$ cat config.mk
export PLATFORM = sky130hd
export DESIGN_NAME = muldiv_seq_flat
export DESIGN_NICKNAME = d
export VERILOG_FILES = /design/src/rtl/muldiv_seq_if.sv /design/src/rtl/muldiv_seq.sv /design/src/flat_wrapper.sv
export SDC_FILE = /design/constraint.sdc
export NUM_CORES = 1
export LEC_CHECK = 0
export ABC_AREA = 1
export BUFFER_PORTS_ARGS = -buffer_cell sky130_fd_sc_hd__buf_2
export CAP_MARGIN = 0
export CORE_UTILIZATION = 42
export CTS_BUF_LIST = sky130_fd_sc_hd__clkbuf_8 sky130_fd_sc_hd__clkbuf_16
export CTS_CLUSTER_SIZE = 25
export DETAILED_ROUTE_END_ITERATION = 8
export PLACE_DENSITY = 0.75
export SYNTH_ARGS = -nofsm -noshare
export SYNTH_HDL_FRONTEND = slang
export SYNTH_SLANG_ARGS = --single-unit
export TNS_END_PERCENT = 20
$ cat constraint.sdc
create_clock -name clk -period 1.4 [get_ports clk]
set_input_delay 0.28 -clock clk [delete_from_list [all_inputs] [get_ports clk]]
set_output_delay 0.28 -clock clk [all_outputs]
set_load 0.01 [all_outputs]
$ cat src/rtl/muldiv_seq_if.sv
// muldiv_seq_if: bundles the request, unit-handshake and HI/LO signals of the
// multiply/divide sequencer.
//   slave  : the sequencer's view (requests and unit results in, starts,
//            status and HI/LO out).
//   master : the control unit / mult / div side (the mirror of slave).
// Signals:
//   op_mult, op_div, mthi, mtlo, wr_data, hilo_sel    control-unit requests
//   mult_hi, mult_lo, mult_stop                       mult unit results
//   div_hi, div_lo, div_stop, div_zero                div unit results
//   mult_start, div_start                             one-cycle unit starts
//   busy, done, dz_err, to_err                        sequencer status
//   hi, lo, rd_data                                   architectural HI/LO
interface muldiv_seq_if;
  logic        op_mult;
  logic        op_div;
  logic        mthi;
  logic        mtlo;
  logic [31:0] wr_data;
  logic        hilo_sel;
  logic [31:0] mult_hi;
  logic [31:0] mult_lo;
  logic        mult_stop;
  logic [31:0] div_hi;
  logic [31:0] div_lo;
  logic        div_stop;
  logic        div_zero;
  logic        mult_start;
  logic        div_start;
  logic        busy;
  logic        done;
  logic [31:0] hi;
  logic [31:0] lo;
  logic [31:0] rd_data;
  logic        dz_err;
  logic        to_err;

  modport slave (
    input  op_mult, op_div, mthi, mtlo, wr_data, hilo_sel,
    input  mult_hi, mult_lo, mult_stop,
    input  div_hi, div_lo, div_stop, div_zero,
    output mult_start, div_start, busy, done,
    output hi, lo, rd_data, dz_err, to_err
  );

  modport master (
    output op_mult, op_div, mthi, mtlo, wr_data, hilo_sel,
    output mult_hi, mult_lo, mult_stop,
    output div_hi, div_lo, div_stop, div_zero,
    input  mult_start, div_start, busy, done,
    input  hi, lo, rd_data, dz_err, to_err
  );
endinterface

$ cat src/rtl/muldiv_seq.sv
// muldiv_seq: sequencer and HI/LO register owner for the multiply/divide path.
// Accepts MULT/DIV requests in IDLE, pulses the matching unit's start for one
// cycle, waits (bounded by TIMEOUT cycles) for the unit's stop flag, then
// latches the unit's hi/lo into HI/LO. Also services MTHI/MTLO writes and the
// combinational MFHI/MFLO read port.
// Parameters:
//   TIMEOUT  max WAIT cycles before abort with to_err (1..256)
// Ports:
//   clk      clock
//   Reset    synchronous, active-high reset
//   bus      muldiv_seq_if.slave (requests, unit handshakes, HI/LO, status)
module muldiv_seq #(
  parameter int unsigned TIMEOUT = 64
) (
  input  logic         clk,
  input  logic         Reset,
  muldiv_seq_if.slave  bus
);

  typedef enum logic [2:0] {
    IDLE,
    START_M,
    WAIT_M,
    START_D,
    WAIT_D
  } state_t;

  // The counter is tested before its increment lands, so the last WAIT
  // cycle allowed is the one where it still reads TIMEOUT-1.
  localparam logic [7:0] TO_LAST = 8'(TIMEOUT - 1);

  state_t      state_q, state_d;
  logic [31:0] hi_q, hi_d;
  logic [31:0] lo_q, lo_d;
  logic        mult_start_q, mult_start_d;
  logic        div_start_q, div_start_d;
  logic        busy_q, busy_d;
  logic        done_q, done_d;
  logic        dz_err_q, dz_err_d;
  logic        to_err_q, to_err_d;
  logic [7:0]  cnt_q, cnt_d;

  always_ff @(posedge clk) begin
    if (Reset) begin
      state_q      <= IDLE;
      hi_q         <= '0;
      lo_q         <= '0;
      mult_start_q <= 1'b0;
      div_start_q  <= 1'b0;
      busy_q       <= 1'b0;
      done_q       <= 1'b0;
      dz_err_q     <= 1'b0;
      to_err_q     <= 1'b0;
      cnt_q        <= '0;
    end else begin
      state_q      <= state_d;
      hi_q         <= hi_d;
      lo_q         <= lo_d;
      mult_start_q <= mult_start_d;
      div_start_q  <= div_start_d;
      busy_q       <= busy_d;
      done_q       <= done_d;
      dz_err_q     <= dz_err_d;
      to_err_q     <= to_err_d;
      cnt_q        <= cnt_d;
    end
  end

  always_comb begin
    state_d      = state_q;
    hi_d         = hi_q;
    lo_d         = lo_q;
    mult_start_d = 1'b0;
    div_start_d  = 1'b0;
    busy_d       = busy_q;
    done_d       = 1'b0;
    dz_err_d     = dz_err_q;
    to_err_d     = to_err_q;
    cnt_d        = cnt_q;

    unique case (state_q)
      IDLE: begin
        busy_d = 1'b0;
        if (bus.op_mult) begin
          state_d      = START_M;
          mult_start_d = 1'b1;
          busy_d       = 1'b1;
          dz_err_d     = 1'b0;
          to_err_d     = 1'b0;
          cnt_d        = '0;
        end else if (bus.op_div) begin
          state_d     = START_D;
          div_start_d = 1'b1;
          busy_d      = 1'b1;
          dz_err_d    = 1'b0;
          to_err_d    = 1'b0;
          cnt_d       = '0;
        end else begin
          if (bus.mthi) hi_d = bus.wr_data;
          if (bus.mtlo) lo_d = bus.wr_data;
        end
      end

      // The stop flag is not looked at here: it may still hold the previous
      // operation's level until the unit has loaded the new start.
      START_M: state_d = WAIT_M;
      START_D: state_d = WAIT_D;

      WAIT_M: begin
        cnt_d = cnt_q + 8'd1;
        if (bus.mult_stop) begin
          hi_d    = bus.mult_hi;
          lo_d    = bus.mult_lo;
          done_d  = 1'b1;
          busy_d  = 1'b0;
          state_d = IDLE;
        end else if (cnt_q == TO_LAST) begin
          to_err_d = 1'b1;
          done_d   = 1'b1;
          busy_d   = 1'b0;
          state_d  = IDLE;
        end
      end

      WAIT_D: begin
        cnt_d = cnt_q + 8'd1;
        if (bus.div_stop) begin
          if (bus.div_zero) begin
            dz_err_d = 1'b1;
          end else begin
            hi_d = bus.div_hi;
            lo_d = bus.div_lo;
          end
          done_d  = 1'b1;
          busy_d  = 1'b0;
          state_d = IDLE;
        end else if (cnt_q == TO_LAST) begin
          to_err_d = 1'b1;
          done_d   = 1'b1;
          busy_d   = 1'b0;
          state_d  = IDLE;
        end
      end

      default: begin
        state_d = IDLE;
        busy_d  = 1'b0;
      end
    endcase
  end

  assign bus.mult_start = mult_start_q;
  assign bus.div_start  = div_start_q;
  assign bus.busy       = busy_q;
  assign bus.done       = done_q;
  assign bus.hi         = hi_q;
  assign bus.lo         = lo_q;
  assign bus.dz_err     = dz_err_q;
  assign bus.to_err     = to_err_q;
  // No write bypass: a read in the cycle of an MTHI/MTLO sees the old value.
  assign bus.rd_data    = bus.hilo_sel ? hi_q : lo_q;

endmodule

$ cat src/flat_wrapper.sv
// flat-port wrapper written by rule: the top's interface ports become plain ports
module muldiv_seq_flat 
#(
  parameter int unsigned TIMEOUT = 64
)
  (clk, Reset, bus_op_mult, bus_op_div, bus_mthi, bus_mtlo, bus_wr_data, bus_hilo_sel, bus_mult_hi, bus_mult_lo, bus_mult_stop, bus_div_hi, bus_div_lo, bus_div_stop, bus_div_zero, bus_mult_start, bus_div_start, bus_busy, bus_done, bus_hi, bus_lo, bus_rd_data, bus_dz_err, bus_to_err);
  muldiv_seq_if bus_i ();
  input  logic clk;
  input  logic Reset;
  input wire logic [$bits(bus_i.op_mult)-1:0] bus_op_mult;
  input wire logic [$bits(bus_i.op_div)-1:0] bus_op_div;
  input wire logic [$bits(bus_i.mthi)-1:0] bus_mthi;
  input wire logic [$bits(bus_i.mtlo)-1:0] bus_mtlo;
  input wire logic [$bits(bus_i.wr_data)-1:0] bus_wr_data;
  input wire logic [$bits(bus_i.hilo_sel)-1:0] bus_hilo_sel;
  input wire logic [$bits(bus_i.mult_hi)-1:0] bus_mult_hi;
  input wire logic [$bits(bus_i.mult_lo)-1:0] bus_mult_lo;
  input wire logic [$bits(bus_i.mult_stop)-1:0] bus_mult_stop;
  input wire logic [$bits(bus_i.div_hi)-1:0] bus_div_hi;
  input wire logic [$bits(bus_i.div_lo)-1:0] bus_div_lo;
  input wire logic [$bits(bus_i.div_stop)-1:0] bus_div_stop;
  input wire logic [$bits(bus_i.div_zero)-1:0] bus_div_zero;
  output wire logic [$bits(bus_i.mult_start)-1:0] bus_mult_start;
  output wire logic [$bits(bus_i.div_start)-1:0] bus_div_start;
  output wire logic [$bits(bus_i.busy)-1:0] bus_busy;
  output wire logic [$bits(bus_i.done)-1:0] bus_done;
  output wire logic [$bits(bus_i.hi)-1:0] bus_hi;
  output wire logic [$bits(bus_i.lo)-1:0] bus_lo;
  output wire logic [$bits(bus_i.rd_data)-1:0] bus_rd_data;
  output wire logic [$bits(bus_i.dz_err)-1:0] bus_dz_err;
  output wire logic [$bits(bus_i.to_err)-1:0] bus_to_err;
  assign bus_i.op_mult = bus_op_mult;
  assign bus_i.op_div = bus_op_div;
  assign bus_i.mthi = bus_mthi;
  assign bus_i.mtlo = bus_mtlo;
  assign bus_i.wr_data = bus_wr_data;
  assign bus_i.hilo_sel = bus_hilo_sel;
  assign bus_i.mult_hi = bus_mult_hi;
  assign bus_i.mult_lo = bus_mult_lo;
  assign bus_i.mult_stop = bus_mult_stop;
  assign bus_i.div_hi = bus_div_hi;
  assign bus_i.div_lo = bus_div_lo;
  assign bus_i.div_stop = bus_div_stop;
  assign bus_i.div_zero = bus_div_zero;
  assign bus_mult_start = bus_i.mult_start;
  assign bus_div_start = bus_i.div_start;
  assign bus_busy = bus_i.busy;
  assign bus_done = bus_i.done;
  assign bus_hi = bus_i.hi;
  assign bus_lo = bus_i.lo;
  assign bus_rd_data = bus_i.rd_data;
  assign bus_dz_err = bus_i.dz_err;
  assign bus_to_err = bus_i.to_err;
  muldiv_seq #(.TIMEOUT(TIMEOUT)) u_core (.clk(clk), .Reset(Reset), .bus(bus_i));
endmodule
Yosys cells after proc, flatten, opt, wreduce, memory -nomap -nowiden. Cells that the tools add are included.

Muxes and demuxes: 44. Equality and inequality tests: 16. Bitwise logic cells: 1. Add/sub/neg operators: 1. Reduce and logical (&&, ||, !) cells: 13.

Operators with widths (number): 2-to-1 mux 32 bit (13); case mux 32 bit (3 select lines) (2); inequality test 2 bit, second input constant (10); 2-to-1 mux 1 bit (16); 2-to-1 mux 8 bit (2); case mux 8 bit (2 select lines) (1); 2-to-1 mux 3 bit (5); case mux 3 bit (5 select lines) (1); AND reduction 7 bit (2); adder 8 x 1 -> 8 bit, second input constant (1); == test 8 x 6 -> 1 bit, second input constant (1); AND reduction 4 bit (2); == test 3 x 2 -> 1 bit, second input constant (2); OR reduction 2 bit (3); case mux 1 bit (2 select lines) (2); case mux 1 bit (4 select lines) (1); nonzero test 2 bit (2); == test 3 x 1 -> 1 bit, second input constant (1); == test 3 bit, second input constant (1); zero test 3 bit (1); inequality test 3 bit, second input constant (1); case mux 1 bit (3 select lines) (1); nonzero test 3 bit (1); OR reduction 3 bit (1); other kinds (2) (2).

Logic and storage cells: 85. Bits in registers: 81. Input port bits: 170. Output and inout bits: 102.

Logic depth before layout (Yosys ltp).
Word-level depth: 4. Gate-level depth with buffers: 11. Depth with buffers taken out: 9.

Worst setup path after synthesis. Ideal clock, no wire load.

Path type: input to output. Start: input port bus_hilo_sel. End: output port bus_rd_data[10]. Path buffers: 2. Data required time: 1.120 ns. Path slack: -0.074 ns. Arrival time: 1.194 ns. Stages on the path: 3. Cell sequence: clkbuf_1 buf_1 mux2_2.

Longest elaborated chain between the ends: 1.

RTL lines: start, declared (RTL line flat_wrapper.sv:15) `input wire logic [$bits(bus_i.hilo_sel)-1:0] bus_hilo_sel;`; 2-to-1 mux 32 bit (RTL line muldiv_seq.sv:161) `assign bus.rd_data = bus.hilo_sel ? hi_q : lo_q;`; end, declared (RTL line flat_wrapper.sv:29) `output wire logic [$bits(bus_i.rd_data)-1:0] bus_rd_data;`.

Every way passes these cells.

Worst setup path in the final report.
Start: register u_core.state_q[0]. End: register u_core.hi_q[14], in the netlist u_core.bus.hi[14].

Longest elaborated chain between the ends: 3. Elaborated cells between the ends (all ways): 12. Classes of those cells: eq/ne (8); mux (1); reduce/logical (3).

RTL lines: start, declared (RTL line muldiv_seq.sv:32) `state_t state_q, state_d;`; start signal, assigned (RTL line muldiv_seq.sv:56) `state_q <= state_d;`; == test 3 bit, or another cell as far along (RTL line muldiv_seq.sv:81) `unique case (state_q)`; inequality test 2 bit (no line) / nonzero test 3 bit (equally long branches); AND reduction 7 bit (no line); end signal, assigned (RTL line muldiv_seq.sv:57) `hi_q <= hi_d;`; end, declared (RTL line muldiv_seq.sv:33) `logic [31:0] hi_q, hi_d;`.

Parallel ways exist; a longest one is shown, timed or not. A chain may end at the register's enable or synchronous reset.

==> metrics <==
first-pass GRT wire length=about 25 mm; register area share after synthesis=a little under a third; top cell type by total area after synthesis=dfxtp_1; GRT Overall Usage=25.26%; cts hold-fix bufs=0; H-tree levels=3; Cell variety after synth=30; Clock Tree Buf Depth=2; fin worst setup slack=-0.1064 ns; Slowest-stage cell, CP=dfxtp_4; Crit path buffers/inverters=3; Post-Syn Instances=854; Least-Margin Pin Slew=0.3494 ns; Worst Skew=0.005448 ns; port bufs=271; TritonCTS clock tree=built; Die Ht=112.7 um; Slew Limit Fails=0; clock latency on the worst-skew pair=around 0.33 ns; Tightest Hold Check Type=in -> reg; Final GP Congestion=0.8873; final worst path period need=1.506 ns; crit path capture type=flop; flops & latches, synth=81; WL/cell=13.30 um; most frequent CP cell=nand2_1; layout cells sized above 1=37.40%; via/cell ratio=4.813; placed cell area=6825 um^2; fmax=663.9 MHz; top post-synthesis cells by area=dfxtp_1, nand2_1, nor2_1; RSZ-0062 raised after global routing=true; Setup CP Type=reg -> reg; placed cells=around 1,300; Startpoint Class=flop; largest net degree at the start of global routing=37; final core occ=between 60% and 70%; Die W=around 110 um; # IOs=272; Power Density=between 1000 and 1500 nW/um^2; Overflow after GRT=0; CP top delay family=simple AND/OR/NAND/NOR gates; Synth Cell Area=5145 um^2; DRC=0; # rows=40; Routed Antenna Nets=0; DRT iter0 DRCs=330; Yosys top cell area share=31.52%; CP max stage delay=~0.37 ns; Place WS=-0.1219 ns; final WL=17.11 mm; Layout area overhead=46.33%; worst-path maximum fanout=16; Via Count=6,189; CTS clk-pin slew, worst paths=around 0.060 ns; syn_area_per_cell=6.025 um^2; DIE AREA=12,700 um^2; Sink Count=81; Worst EP arrival=1.77 ns; crit-path cells=nor2_4, buf_12, buf_6, clkbuf_16, nand3_1, nand2_1, nor2_1, nand2_1, nand2_1, nor2_1; fin crit share=107.6%; violated checks=setup timing; Inserted Diodes=0; Ys Warns=0; Max VDD drop=849.8 uV; status=finished with violations; vias in the first global route=approximately 5,300; CTS Root Cell=clkbuf_16; Data required, critical path=1.66 ns; fill count=1,150; Layout Cells excl Fill=1,286; core region area=11,960 um^2; First-pass DRT Iterations=6; Num CTS Buffers=9; Nets=1,306; Post-DP HPWL=11.84 mm; tightest slew margin relative to the limit=76.71%; initial core utilization=43.01%; P_leak=4.234 nW; fin area=7528 um^2; Setup Viol. Count Final=66; initial antenna violation count=0; final hold viol count=0; Max-Cap Viols=0; post-synthesis net count=~1,000
## through the flow
stage | total power, mW | TNS (ns) | hold slack (ns)
after floorplan | 4.839 | -0.9405 | 0.3576
after global placement | 6.025 | -4.167 | 0.4357
after detailed placement | 6.065 | -6.335 | 0.4406
after CTS | 8.492 | -1.617 | 0.2045
after global routing | 9.315 | -9.725 | 0.2349
final | 8.758 | -3.825 | 0.2170
## synth_stat cells, drive strengths merged
library cell,number
nor3,3
inv,51
o21bai,1
a21oi,9
buf,39
ha,1
nor2,242
nand4,1
mux2,32
clkbuf,10
and2,1
nor4,1
dfxtp,81
a31oi,1
or2,1
nand2,289
nand3,84
o211ai,1
o21ai,5
clkinv,1
## cell usage in the layout, fill, tap and decap left out, types with 4 or more instances in the layout
| cell | netlist | final |
|---|---|---|
| buf_12 | 1 | 15 |
| nand2_1 | 289 | 272 |
| nand2_2 | 0 | 14 |
| mux2_2 | 32 | 30 |
| nand3_1 | 81 | 78 |
| clkbuf_16 | 0 | 14 |
| nor2_1 | 225 | 216 |
| nand3_2 | 3 | 4 |
| buf_4 | 14 | 19 |
| nor2_2 | 4 | 12 |
| buf_2 | 13 | 271 |
| buf_6 | 2 | 6 |
| a21oi_1 | 8 | 6 |
| nor2_4 | 13 | 14 |
| dfxtp_1 | 81 | 78 |
| inv_1 | 49 | 49 |
| o21ai_0 | 4 | 4 |
| inv_2 | 2 | 5 |
## worst reg2reg max path: stages (launching register included)
cell	delay, ns
dfxtp_4	0.37
nor2_4	0.18
buf_12	0.14
buf_6	0.14
clkbuf_16	0.19
nand3_1	0.08
nand2_1	0.09
nor2_1	0.04
nand2_1	0.06
nand2_1	0.05
nor2_1	0.11
## where the power goes
| group | total (mW) | internal [mW] | switching (mW) |
|---|---|---|---|
| Sequential | 2.96 | 2.66 | 0.300 |
| Combinational | 3.55 | 1.65 | 1.90 |
| Clock | 2.24 | 1.35 | 0.891 |
| Total | 8.76 | 5.67 | 3.09 |
## metal layers
layer / vias to the layer above / track usage [%] / part of all wire, %
met5: - / 0 / 0
met4: 0 / 9.689 / 2.2
met1: 2722 / 30.77 / 42
li1: 3192 / - / -
met3: 27 / 2.808 / 5.5
met2: 248 / 45.43 / 50
## final timing paths
| kind | startpoint | to | slack, ns | cells after the start |
|---|---|---|---|---|
| hold reg to reg | u_core.bus.to_err | u_core.bus.to_err | 0.45 | 2 |
| hold / removal | bus_op_div | u_core.bus.div_start | 0.22 | 3 |
| setup reg to reg | u_core.state_q[0] | u_core.bus.hi[14] | -0.11 | 10 |
| setup / recovery | u_core.state_q[0] | u_core.bus.hi[14] | -0.11 | 10 |
## sequential cells by signal, indices dropped and copies added, names as in the netlist
| signal | cells |
|---|---|
| u_core.bus.hi | 32 |
| u_core.bus.to_err | 1 |
| u_core.bus.busy | 1 |
| u_core.bus.dz_err | 1 |
| u_core.bus.div_start | 1 |
| u_core.bus.done | 1 |
| u_core.cnt_q | 8 |
| u_core.bus.lo | 32 |
| u_core.state_q | 3 |
| u_core.bus.mult_start | 1 |
## layout make-up
type,instances,area [um^2],area share (%)
multi-input cells,672,3177,42.20
clock buffers,9,225.2,2.992
clock inverters,6,52.55,0.6980
inverters,52,195.2,2.593
well taps,147,183.9,2.443
flip-flops and latches,81,1633,21.69
repair buffers,319,2062,27.39
## repair_timing
item | in CTS | in global routing
pin swaps | 15 | 13
cloned | 2 | 5
resized for setup | 22 | 37
setup buffers | 4 | 1
endpoints found under the setup margin | 72 | 78
## logic make-up after synthesis
group | count (synthesis) | synth area share, %
mux | 32 | 7.004
flops | 81 | 31.52
compound gates | 17 | 1.848
fa+ha+maj | 1 | 0.2432
simple gates | 622 | 50.07
buf+inv | 101 | 9.314
Note: power is estimated with default switching activity, not from simulation.
